===== config.mk =====
export PLATFORM = sky130hd
export DESIGN_NAME = pipe_exe_md
export DESIGN_NICKNAME = d
export VERILOG_FILES = /design/src/rtl/pipe_exe_md.sv
export SDC_FILE = /design/constraint.sdc
export NUM_CORES = 1
export LEC_CHECK = 0
export BUFFER_PORTS_ARGS = -buffer_cell sky130_fd_sc_hd__clkbuf_2
export CAP_MARGIN = 20
export CELL_PAD_IN_SITES_DETAIL_PLACEMENT = 1
export CELL_PAD_IN_SITES_GLOBAL_PLACEMENT = 2
export CORE_UTILIZATION = 38
export CTS_CLUSTER_SIZE = 25
export DETAILED_ROUTE_END_ITERATION = 6
export PLACE_DENSITY_LB_ADDON = 0.1
export SLEW_MARGIN = 10
export SYNTH_ARGS = -nofsm -noshare
export SYNTH_HDL_FRONTEND = slang
export SYNTH_SLANG_ARGS = --single-unit

===== constraint.sdc =====
create_clock -name clock -period 8.75 [get_ports clock]
set_clock_uncertainty 0.15 [all_clocks]
set_input_delay 0.4375 -clock clock [delete_from_list [all_inputs] [get_ports clock]]
set_output_delay 0.4375 -clock clock [all_outputs]
set_load 0.02 [all_outputs]

===== src/rtl/pipe_exe_md.sv =====
// rtl/pipe_exe_md.sv - execute stage with single-cycle ALU/JAL path and iterative unsigned multiply/divide
module pipe_exe_md #(
    parameter  int WIDTH = 32,
    parameter  int RNW   = 5,
    localparam int CNTW  = $clog2(WIDTH) + 1
) (
    input  logic             clock,
    input  logic             resetn,
    input  logic [3:0]       ealuc,
    input  logic             ealuimm,
    input  logic             eshift,
    input  logic             ejal,
    input  logic             emd_req,
    input  logic [1:0]       emd_op,
    input  logic [WIDTH-1:0] ea,
    input  logic [WIDTH-1:0] eb,
    input  logic [WIDTH-1:0] eimm,
    input  logic [WIDTH-1:0] epc4,
    input  logic [WIDTH-1:0] esa,
    input  logic [RNW-1:0]   ern0,
    output logic [RNW-1:0]   ern,
    output logic [WIDTH-1:0] ealu,
    output logic             estall,
    output logic             edz
);

    localparam int SAW = $clog2(WIDTH);

    typedef enum logic [1:0] {IDLE, BUSY, DONE} state_t;

    state_t             state;
    logic [CNTW-1:0]    cnt;
    logic [WIDTH-1:0]   opnd;
    logic [2*WIDTH-1:0] acc;
    logic [RNW-1:0]     rn_l;
    logic [1:0]         op_l;

    logic [WIDTH-1:0]   a;
    logic [WIDTH-1:0]   b;
    logic [WIDTH-1:0]   s;
    logic [SAW-1:0]     sa;
    logic [WIDTH:0]     msum;
    logic [WIDTH:0]     dsh;
    logic [WIDTH:0]     ddiff;
    logic [2*WIDTH-1:0] acc_step;
    logic               md_done;

    assign a  = eshift ? esa : ea;
    assign b  = ealuimm ? eimm : eb;
    assign sa = a[SAW-1:0];

    always_comb begin
        s = '0;
        casez (ealuc)
            4'b?000: s = a + b;
            4'b?100: s = a - b;
            4'b?001: s = a & b;
            4'b?101: s = a | b;
            4'b?010: s = a ^ b;
            4'b?110: s = b << (WIDTH / 2);
            4'b?011: s = b << sa;
            4'b0111: s = b >> sa;
            4'b1111: s = $unsigned($signed(b) >>> sa);
            default: s = '0;
        endcase
    end

    // acc holds {hi, lo}: product halves for MULU, {remainder, quotient} for DIVU
    always_comb begin
        msum  = {1'b0, acc[2*WIDTH-1:WIDTH]} + (acc[0] ? {1'b0, opnd} : '0);
        dsh   = {acc[2*WIDTH-1:WIDTH], acc[WIDTH-1]};
        ddiff = dsh - {1'b0, opnd};
        if (!op_l[1])
            acc_step = {msum, acc[WIDTH-1:1]};
        else if (!ddiff[WIDTH])
            acc_step = {ddiff[WIDTH-1:0], acc[WIDTH-2:0], 1'b1};
        else
            acc_step = {dsh[WIDTH-1:0], acc[WIDTH-2:0], 1'b0};
    end

    always_ff @(posedge clock or negedge resetn) begin
        if (!resetn) begin
            state <= IDLE;
            cnt   <= '0;
            opnd  <= '0;
            acc   <= '0;
            rn_l  <= '0;
            op_l  <= '0;
        end else begin
            case (state)
                IDLE: begin
                    if (emd_req) begin
                        state <= BUSY;
                        cnt   <= CNTW'(WIDTH);
                        opnd  <= emd_op[1] ? b : a;
                        acc   <= {{WIDTH{1'b0}}, (emd_op[1] ? a : b)};
                        rn_l  <= ern0;
                        op_l  <= emd_op;
                    end
                end
                BUSY: begin
                    acc <= acc_step;
                    cnt <= cnt - CNTW'(1);
                    if (cnt == CNTW'(1))
                        state <= DONE;
                end
                DONE:    state <= IDLE;
                default: state <= IDLE;
            endcase
        end
    end

    assign md_done = (state == DONE);
    assign estall  = (state == BUSY) || ((state == IDLE) && emd_req);
    assign ealu    = md_done ? (op_l[0] ? acc[2*WIDTH-1:WIDTH] : acc[WIDTH-1:0])
                             : (ejal ? epc4 : s);
    assign ern     = md_done ? rn_l : (ern0 | {RNW{ejal}});
    assign edz     = md_done && op_l[1] && (opnd == '0);

endmodule

* Word-level counts from Yosys, hierarchy flattened
Cells that the tools add are included.
** Operators by class
- Reductions and logical operators :: 11
- Mux-type cells :: 19
- Add/sub/neg operators :: 5
- Shift-type cells :: 3
- $lt $le $gt $ge :: 0
- Divide/modulo/power cells :: 0
- Bitwise operators :: 4
- Multiply operators :: 0
- Equal/unequal tests :: 13
** Operator list (number)
- one-hot mux 32 bit (9 select lines) :: 1
- 2-to-1 mux 32 bit :: 8
- 2-to-1 mux 64 bit :: 3
- one-hot mux 64 bit (2 select lines) :: 1
- adder 32 x 32 -> 33 bit :: 1
- subtractor 33 x 32 -> 33 bit :: 1
- adder 32 bit :: 1
- bitwise AND 32 bit :: 1
- zero test 32 bit :: 1
- OR 32 bit :: 1
- left shift 32 x 5 -> 32 bit :: 1
- >> shifter 32 x 5 -> 32 bit :: 1
- >>> shifter 32 x 5 -> 32 bit :: 1
- subtractor 32 bit :: 1
- bitwise XOR 32 bit :: 1
- one-hot mux 6 bit (2 select lines) :: 1
- equality test 3 bit, second input constant :: 3
- equality test 3 x 2 -> 1 bit, second input constant :: 2
- equality test 6 x 1 -> 1 bit, second input constant :: 1
- 2-to-1 mux 6 bit :: 1
- AND reduction 2 bit :: 3
- subtractor 6 x 1 -> 6 bit, second input constant :: 1
- 2-to-1 mux 5 bit :: 1
- OR 5 bit :: 1
- 13 further kinds :: 17
** Word-level totals
- Bits in read-only memories :: 0
- Bits in latches :: 0
- Logic and storage cells :: 61
- Output and inout bits :: 39
- RAM bits :: 0
- Memories :: 0
- Bits of input ports :: 177
- Flip-flop bits (word level) :: 111

* Logic depth before layout (Yosys ltp)
Gate-level depths: netlist of run 1.
- Depth after elaboration :: 5
- Gate-level depth with buffers :: 20
- Depth with buffers taken out :: 19

* Least setup slack after synthesis of run 1
Ideal clock, no wire load.
- Path type :: in2out
- Start :: in eshift
- End :: out ealu[27]
- Path buffers :: 3
- Data required time :: 8163 ps
- Stages :: 15
- Slack :: 3685 ps
- Arrival :: 4477 ps
- Cell sequence :: buf_4 -> buf_1 -> clkbuf_1 -> mux2i_1 -> inv_1 -> ha_1 -> a21o_1 -> or3_1 -> o211ai_2 -> a211o_2 -> a41oi_4 -> a2111oi_4 -> xnor2_1 -> a2111oi_0 -> a211oi_1
** Between the ends
- Cells in the longest elaborated chain, start to end :: 5
- Elaborated cells between the ends (all ways) :: 12
- Those cells by class :: 2 x add/sub; 3 x shift; 4 x mux; 3 x bitwise
** Ends and longest elaborated chain
- from (decl) :: RTL line 11 : input logic eshift,
- 2-to-1 mux 32 bit (*) :: RTL line 48 : assign a = eshift ? esa : ea;
- subtractor 32 bit (tied with other cells) :: RTL line 56 : 4'b?100: s = a - b;
- one-hot mux 32 bit (9 select lines) (*) :: RTL line 54 : casez (ealuc)
- 2-to-1 mux 32 bit (*) :: RTL line 116 : : (ejal ? epc4 : s);
- 2-to-1 mux 32 bit (*) :: RTL line 115 : assign ealu = md_done ? (op_l[0] ? acc[2*WIDTH-1:WIDTH] : acc[WIDTH-1:0])
- to (decl) :: RTL line 22 : output logic [WIDTH-1:0] ealu,
Mark *: on every way between the ends. The rest lies on a longest branch, timed or not.

* Worst setup path in the final report of run 1
- Start :: in ealuimm
- End :: out ealu[27]
** Between the ends
- Cells in the longest elaborated chain, start to end :: 5
- Elaborated cells between the ends (all ways) :: 12
- Those cells by class :: 2 x add/sub; 3 x shift; 4 x mux; 3 x bitwise
** Ends and longest elaborated chain
- from (decl) :: RTL line 10 : input logic ealuimm,
- 2-to-1 mux 32 bit (*) :: RTL line 49 : assign b = ealuimm ? eimm : eb;
- subtractor 32 bit (tied with other cells) :: RTL line 56
- one-hot mux 32 bit (9 select lines) (*) :: RTL line 54
- 2-to-1 mux 32 bit (*) :: RTL line 116
- 2-to-1 mux 32 bit (*) :: RTL line 115
Marked as above.

==> results of run 1 <==
[power groups by stage]
stage	logic, uW	clock network, uW	registers [uW]
finish	4300	495	1130
floorplan	3240	0	969
CTS	4280	507	1130
detailed placement	4250	0	1150
global route	4760	518	1180
global placement	4150	0	1130
[worst max-delay path, stage by stage]
cell and delay, ps:
buf_4 770, mux2i_2 580, inv_2 180, nor2_4 140, nand4_1 160, nor2_1 420, and3_1 280, nand3_2 180
o21ai_0 300, xnor2_1 110, ha_1 370, a21o_1 180, a21o_1 180, a21oi_1 300, nor2_1 130, a2111oi_4 480
xnor2_1 110, a2111oi_0 750, a211oi_1 110, clkbuf_2 200
[flip-flops by register name, indices dropped and copies added (netlist names)]
| signal | cells |
|---|---|
| acc | 64 |
| cnt | 6 |
| op_l | 2 |
| opnd | 32 |
| rn_l | 5 |
| state | 2 |
[layout by cell type (no fill, tap or decap), types with 15 or more instances in the layout]
cell type / netlist / final
xnor2_1: 77 / 77
o21ai_0: 190 / 190
xor2_1: 34 / 34
o21ai_1: 42 / 42
mux2i_4: 21 / 24
a21o_1: 45 / 45
o31ai_1: 17 / 17
nor2_1: 237 / 236
o211ai_1: 35 / 35
a21oi_1: 251 / 251
nor3_1: 35 / 35
inv_2: 31 / 31
inv_1: 86 / 86
nand3_1: 54 / 54
clkbuf_2: 0 / 212
ha_1: 162 / 162
a22oi_1: 29 / 29
o221ai_1: 37 / 37
nand2_1: 254 / 253
mux2_2: 21 / 21
dfrtp_1: 111 / 109
and2_1: 38 / 38
nand2b_1: 17 / 15
a31oi_1: 23 / 23
a211oi_1: 40 / 40
buf_4: 10 / 46
mux2i_1: 209 / 206
[cell families after synthesis]
family                   count (synthesis)  share of synthesized area [%]
AO/OA/AOI/OAI                          856                           29.3
AND/OR/NAND/NOR                        717                           17.2
buffers and inverters                  289                           6.46
multiplexers                           265                           16.0
adder cells (fa/ha/maj)                165                           11.1
XOR/XNOR                               111                           5.18
flip-flops                             111                           14.8
[layout make-up]
cell class / instances / area [sq um]
Sequential cell: 111 / 2780
Fill cell: 6167 / 28200
Clock inverter: 7 / 126
Tap cell: 664 / 831
Clock buffer: 9 / 225
Multi-Input combinational cell: 2114 / 14800
Antenna cell: 1 / 2.50
Inverter: 117 / 439
Timing Repair Buffer: 259 / 1420
[per-stage QoR]
stage	setup slack, ps	instances	util, %
2_1_floorplan	3690	2514	-
3_3_place_gp	2080	3264	41.6
3_5_place_dp	1900	3264	41.6
4_1_cts	1900	3281	42.3
5_1_grt	1520	3282	42.3
6_report	1780	3282	42.3
[per-layer routing]
metal  global-route usage, %  wire length [um]
met4                    16.4              4350
met2                    57.3             41000
met5                       0                26
met1                    44.9             38600
met3                    3.16              3840
[what timing repair did]
action,CTS,global route
hold buffers,1,0
hold endpoints to repair,39,0
resized for setup,0,0
[worst max-delay path by stage]
stage,from,end,slack (ps)
final,ealuimm,ealu[27],1780
after global routing,ealuimm,ealu[27],1520
after CTS,ealuimm,ealu[27],1900
after detailed placement,ealuimm,ealu[27],1900
after global placement,ealuimm,ealu[27],2080
after floorplan,eshift,ealu[27],3690
==> impl_metrics.csv, run 1 <==
group,metric,value,unit
die,die_area,0.0502,sq mm
global_routing,antenna_found_initial,3,
synth,syn_area_per_cell,7.46,sq um
die,die_h,224,um
setup_path,start_kind,"primary input",
synth,synth_top_area_share,14.8,%
sta,setup_tns,0,ps
routing,antenna_left,0,
power_and_ir_drop,p_sw,3190,uW
die,start_util,38.4,%
routing,num_vias,20100,
power_and_ir_drop,p_comb_share,72.5,%
clocking,clock_latency,400,ps
power_and_ir_drop,internal-power,2740,uW
worst_hold_path,min_from,"ern0[4]",
setup_path,reg2reg_to,"acc[61]",
finish,nets,2954,
power_and_ir_drop,p_leak,0.00936,uW
power_and_ir_drop,pwr_density_cell,287,mW/mm^2
power_and_ir_drop,p_seq_share,19.1,%
clocking,htree_levels,3,
clocking,clk_pin_slew,100,ps
placed_design,place_area,0.0203,sq mm
worst_hold_path,whs_path_depth,2,
synth,ys_ff_latch,111,
clocking,post_cts_buffers,0,
global_routing,grt_pass1_wl,130000,um
placed_design,port_buffers,215,
run_status,status,"complete, no violations",
routing,wl_per_cell,26.8,um
synth,netlist_instances,2514,
sta,min_period_over_period,79.7,%
setup_path,path_class,"in2out",
routing,drt_iter0_markers,1567,
synth,syn-num-nets,2856,
sta,worst_pin_slew,1250,ps
clocking,root_buffer,"clkbuf_16",
global_routing,grt_max_degree,93,
synth,ys_warn_count,0,
sta,slew_viol_final,0,
clocking,cts_tree,"built",
synth,synth_area,0.0188,sq mm
setup_path,r2r_start,"acc[0]",
sta,timing.hold.ws,129,ps
synth,synth_edf_count,0,
finish,drive_above_1_share,15.4,%
synth,synth_top_cell_by_area,"dfrtp_1",
die,fp.dieW,224,um
clocking,cts_buffer_depth,2,
setup_path,cp-end-kind,"primary output",
sta,timing.fmax,143,MHz
clocking,cts_inserted_buffers,9,
job,max_cap_viol_count,0,
synth,yosysUniqueCellTypes,99,
setup_path,cp_max_fo,38,
placed_design,gp_congestion,0.980,
power_and_ir_drop,swShare,53.8,%
routing,drc_errors,0,
synth,synthFlopType,"dfrtp_1",
synth,synth.area.top_cells,"dfrtp_1 15%, mux2i_1 11%, ha_1 11%, a21oi_1 6.7%, nand2_1 5.1%",
synth,yosysSeqAreaShare,14.8,%
routing,dr.pass1.iters,5,
power_and_ir_drop,irDropWorstVdd,260,uV
sta,relSlewSlack,14.3,%
finish,area.growth.synth_to_final,10.2,%
setup_path,r2r_slack,4200,ps
die,io_pins,216,
clocking,cts_sinks,111,
sta,period_needed,6970,ps
power_and_ir_drop,total_power,5930,uW
setup_path,cp.required,8160,ps
die,core,0.0488,sq mm
sta,hold_violations,0,
global_routing,grt-ovfl-total,0,
global_routing,first_global_vias,20100,
finish,final_cell_area,0.0207,sq mm
routing,totalWireLength,87800,um
die,num_rows,81,
setup_path,reg2reg_depth,13,
setup_path,worstPathArrival,6380,ps
routing,avgViaCountPerCell,6.12,
power_and_ir_drop,clkPwrFrac,8.4,%
synth,yosys-top-cells-count,"254 x nand2_1, 251 x a21oi_1, 237 x nor2_1",
synth,async_flop_share,100,%
global_routing,grt_use_total,34.5,%
sta,rsz0062_at_grt,"false",
worst_hold_path,hold_class,"in2reg",
synth,synth_most_common_cell,"nand2_1",
placed_design,post-dp-hpwl,70500,um
worst_hold_path,holdPathEnd,"rn_l[4]",
sta,setup_viol,0,
(Power assumes the default switching activity.)
==> run 2: changes to the inputs <==
- CORE_UTILIZATION: 38 -> 35
- clock period: 8.75 -> 6.7 ns (I/O delays scaled with it)
==> run 2 against run 1 <==
  * The run now ends with design-rule violations left
  * Die area is 8.5% higher
  * Power is 31% higher
  * Sequential power is 33% higher
  * Core utilization is 2.8 points lower
  * Sequential cell count stayed put
  * Combinational power is 31% higher
  * Hold slack worse by 99 ps
  * Highest routed layer is now met4
==> impl_metrics.csv, run 2 (synthesized netlist as in run 1, its figures left out) <==
group,metric,value,unit
setup_path,cp.depth,19,
global_routing,busiest_layer,"met2",
sta,setup_tns,0,ps
setup_path,crit_slowest_cell,"a2111oi_0",
finish,layout_common_cells,"253 x nand2_1, 251 x a21oi_1, 236 x nor2_1, 211 x clkbuf_2, 206 x mux2i_1",
job,max_cap_viol_count,0,
power_and_ir_drop,irDropWorstVdd,220,uV
placed_design,gp_congestion,0.984,
setup_path,cp_num_buf_inv,2,
setup_path,cp_slowest_stage_delay,670,ps
global_routing,first_global_vias,20500,
routing,totalWireLength,92300,um
routing,drt_iter0_markers,1364,
sta,timing.fmax,161,MHz
global_routing,grt_use_total,33.4,%
setup_path,crit_chain,"buf_4, mux2i_2, ha_1, nand4_1, nor2_1, and3_1, nand3_2, o21ai_0, xnor2_1, ha_1, a21o_1, a21o_1, a21oi_1, nor2_1, a2111oi_4, xnor2_1, a2111oi_0, a211oi_1, clkbuf_2",
finish,fillers,6663,
power_and_ir_drop,pwr_density_cell,373,mW/mm^2
setup_path,cp-end-kind,"primary output",
clocking,root_buffer,"clkbuf_16",
setup_path,crit_family,"compound AO/OA/AOI/OAI gates",
setup_path,cp.required,6210,ps
setup_path,start_kind,"primary input",
power_and_ir_drop,p_leak,0.00948,uW
global_routing,grt_max_degree,90,
finish,top_register,"acc",
die,fp.dieW,233,um
global_routing,met2_usage,55.9,%
die,die_h,233,um
run_status,violations,"design-rule violations",
sta,period_needed,6210,ps
die,core,0.0528,sq mm
placed_design,post-dp-hpwl,75300,um
die,die_area,0.0545,sq mm
sta,worst_pin_slew,1080,ps
routing,dr.pass1.iters,7,
global_routing,grt_use_met1,43.0,%
run_status,status,"finished, violations left",
routing,drc_errors,4,
sta,min_period_over_period,92.6,%
finish,fin_util,39.5,%
clocking,htree_levels,3,
die,io_pins,216,
global_routing,grt_pass1_wl,135000,um
setup_path,path_class,"in2out",
clocking,post_cts_buffers,0,
clocking,clk_pin_slew,80,ps
finish,area.growth.synth_to_final,11.2,%
finish,nets,2980,
clocking,cts_inserted_buffers,9,
finish,largest_reg_flops,64,
sta,rsz0062_at_grt,"false",
routing,antenna_left,0,
clocking,clock_latency,380,ps
sta,setup_viol,0,
sta,hold_violations,0,
finish,final_common_cell,"nand2_1",
worst_hold_path,whs_path_depth,2,
routing,wl_per_cell,27.7,um
sta,slew_viol_final,0,
global_routing,grt-ovfl-total,0,
global_routing,globalRouteMet3Util,2.58,%
die,start_util,35.5,%
power_and_ir_drop,total_power,7770,uW
sta,relSlewSlack,27.3,%
sta,timing.hold.ws,30.0,ps
clocking,cts_sinks,111,
setup_path,worstPathArrival,5720,ps
clocking,cts_buffer_depth,2,
routing,num_vias,20200,
worst_hold_path,hold_class,"in2reg",
setup_path,reg2reg_depth,14,
clocking,ctsResizeCount,0,
global_routing,antenna_found_initial,2,
finish,drive_above_1_share,16.3,%
placed_design,port_buffers,215,
setup_path,cp_max_fo,22,
routing,avgViaCountPerCell,6.06,
clocking,cts_tree,"built",
die,num_rows,84,
finish,top_regs,"acc x64, opnd x32, cnt x6",
run 2: timing repair:
| action | in CTS | in global routing |
|---|---|---|
| hold endpoints to repair | 53 | 0 |
| setup endpoints to repair | 0 | 0 |
| hold buffers | 1 | 0 |
run 2: worst paths after layout:
check                           slack, ps  startpoint        to
worst max-delay path                  490     ealuimm  ealu[27]
worst min-delay path                   30   emd_op[0]   op_l[0]
worst max register to register       1960     acc[31]   acc[45]
worst min register to register        370     rn_l[0]   rn_l[0]
max in group asynchronous            4610      resetn   op_l[1]
min in group asynchronous             420      resetn   acc[32]
run 2: worst reg2reg max path: cells and delay by family (launching register included):
family	cells	cell delay [ps]
AND/OR/NAND/NOR	1	320
flip-flops	1	510
buffers and inverters	3	680
multiplexers	1	240
AO/OA/AOI/OAI	7	2100
adder cells (fa/ha/maj)	2	620
run 2: layout make-up:
| type | instances | area, sq um | share of cell area (%) |
|---|---|---|---|
| multi-input combinational | 2114 | 14800 | 71.1 |
| antenna | 1 | 2.50 | 0.0120 |
| sequential | 111 | 2780 | 13.3 |
| timing repair buffer | 285 | 1610 | 7.72 |
| clock inverter | 7 | 101 | 0.486 |
| clock buffer | 9 | 225 | 1.08 |
| inverter | 117 | 439 | 2.10 |
| tap | 688 | 861 | 4.13 |
run 2: routing by layer:
metal  vias up  routed length, um
met5         -                  0
met4         0               4920
met3       161               3430
met2       516              43200
met1     10100              40800
li1       9454                  -
run 2: metrics by stage:
step,std cells,instance area (sq um),setup slack [ps]
6_report,3332,20900,493
5_1_grt,3332,20900,220
4_1_cts,3331,20900,559
3_5_place_dp,3314,20500,570
3_3_place_gp,3314,20500,686
2_1_floorplan,2514,18800,1840
run 2: where the power goes:
group	total, uW	internal [uW]	switching, uW
Combinational	5650	2250	3400
Sequential	1500	1010	492
Clock	620	333	287
Total	7770	3590	4180
==> run 3: changes to the inputs <==
- clock period: 6.7 -> 6.44 ns (I/O delays scaled with it)
==> run 3 against run 2 <==
  * The run still ends with design-rule violations left
  * Clock power is essentially flat
  * Critical path depth unchanged
  * Critical endpoint unchanged
  * Sequential share of layout area barely moved
  * Sequential cell count stayed put
  * Sequential power rose by 5%
  * Clock-buffer cell count unchanged
  * Final cell count unchanged
==> impl_metrics.csv, run 3 (synthesized netlist as in run 1, its figures left out) <==
group,metric,value,unit
finish,multi_input_area,0.0148,sq mm
finish,final_common_cell,"nand2_1",
global_routing,grt_max_degree,86,
clocking,clk_pin_slew,80,ps
routing,totalWireLength,91400,um
finish,final_cell_area,0.0209,sq mm
finish,top_regs,"acc x64, opnd x32, cnt x6",
clocking,cts_sinks,111,
sta,fin_ws,336,ps
die,start_util,35.5,%
clocking,cts_tree,"built",
die,fp.dieW,233,um
die,die_h,233,um
die,die_area,0.0545,sq mm
die,num_rows,84,
run_status,status,"finished, violations left",
sta,timing.fmax,164,MHz
setup_path,path_class,"in2out",
sta,slew_viol_final,0,
setup_path,worstPathArrival,5630,ps
power_and_ir_drop,pwr_density_cell,384,mW/mm^2
die,core,0.0528,sq mm
routing,dr.pass1.iters,7,
clocking,root_buffer,"clkbuf_16",
setup_path,cp.required,5970,ps
finish,layout_common_cells,"253 x nand2_1, 251 x a21oi_1, 236 x nor2_1, 211 x clkbuf_2, 206 x mux2i_1",
setup_path,start_kind,"primary input",
routing,antenna_left,0,
sta,worst_pin_slew,1030,ps
global_routing,antenna_found_initial,0,
sta,setup_tns,0,ps
sta,relSlewSlack,29.3,%
sta,setup_viol,0,
clocking,post_cts_buffers,0,
routing,drt_iter0_markers,1243,
die,io_pins,216,
global_routing,grt-ovfl-total,0,
placed_design,place_area,0.0206,sq mm
clocking,clock_latency,380,ps
placed_design,place_ws,406,ps
finish,nets,2981,
finish,area.growth.synth_to_final,11.4,%
global_routing,grt_pass1_wl,133000,um
clocking,htree_levels,3,
routing,avgViaCountPerCell,5.99,
job,max_cap_viol_count,0,
routing,num_vias,20000,
placed_design,post-dp-hpwl,75300,um
global_routing,grt_use_total,33.1,%
placed_design,gp_congestion,0.939,
power_and_ir_drop,irDropWorstVdd,491,uV
setup_path,cp-end-kind,"primary output",
sta,hold_violations,0,
finish,antenna_cells,0,
power_and_ir_drop,p_leak,0.00949,uW
sta,rsz0062_at_grt,"false",
run_status,violations,"design-rule violations",
finish,seqCellArea,0.00278,sq mm
clocking,cts_buffer_depth,2,
finish,top_register,"acc",
finish,fillers,6626,
finish,drive_above_1_share,16.3,%
routing,drc_errors,4,
sta,period_needed,6100,ps
placed_design,port_buffers,215,
global_routing,first_global_vias,20100,
clocking,cts_inserted_buffers,9,
finish,largest_reg_flops,64,
worst_hold_path,hold_class,"in2reg",
setup_path,cp_max_fo,18,
routing,wl_per_cell,27.4,um
sta,min_period_over_period,94.8,%
-- run 3: changes by cell type in the layout (fill, tap and decap cells not counted), moves of 2 or more --
cell      before  now
buf_4         72   70
buf_12         0    2
clkinv_4       0    2
clkinv_8       0    2
-- run 3: timing repair --
item | in CTS | in global routing
resized for setup | 0 | 0
hold endpoints to repair | 48 | 0
hold buffers | 1 | 0
-- run 3: where the power goes --
group | internal (uW) | total [uW] | switching [uW]
clock | 315 | 619 | 304
combinational | 2330 | 5820 | 3490
sequential | 1050 | 1580 | 529
total | 3700 | 8020 | 4320
-- run 3: routing by layer --
| metal | global-route usage, % | up-vias | share of wire, % |
|---|---|---|---|
| met5 | 0 | - | 0 |
| met3 | 2.86 | 142 | 4.0 |
| met1 | 43.1 | 9837 | 44 |
| met4 | 16.2 | 0 | 5.3 |
| li1 | - | 9439 | - |
| met2 | 54.7 | 537 | 47 |
-- run 3: worst max-delay path, stage by stage --
cell	delay, ps
buf_4	420
mux2i_2	620
ha_1	310
nand4_1	130
nor2_1	290
and3_1	260
nand3_2	190
o21ai_0	280
xnor2_1	100
ha_1	380
a21o_1	190
a21o_1	190
a21oi_1	310
nor2_1	130
a2111oi_4	480
xnor2_1	110
a2111oi_0	610
a211oi_1	110
clkbuf_2	190
-- run 3: layout make-up --
cell class | instances | share of cell area [%]
clock buffers | 9 | 1.08
clock inverters | 7 | 0.479
inverters | 117 | 2.10
multi-input cells | 2114 | 71.1
flip-flops and latches | 111 | 13.3
well taps | 688 | 4.12
repair buffers | 286 | 7.86
-- run 3: final timing paths --
check	start	endpoint	slack (ps)	cells after the start
worst min-delay path	emd_op[0]	op_l[0]	30	2
worst max-delay path	ealuimm	ealu[27]	340	19
worst min register to register	cnt[5]	cnt[5]	350	1
worst max register to register	acc[0]	acc[61]	1810	13
max in group asynchronous	resetn	op_l[0]	4420	3
min in group asynchronous	resetn	opnd[3]	360	2
-- run 3: metrics by stage --
stage | util, % | std cells | total power [uW] | hold WS (ps)
5_1_grt | 39.6 | 3332 | 8760 | 17.9
2_1_floorplan | - | 2514 | 5720 | -124
4_1_cts | 39.6 | 3332 | 8040 | 14.8
3_5_place_dp | 39.0 | 3315 | 7370 | 262
6_report | 39.6 | 3332 | 8020 | 27.7
3_3_place_gp | 39.0 | 3314 | 7240 | 250
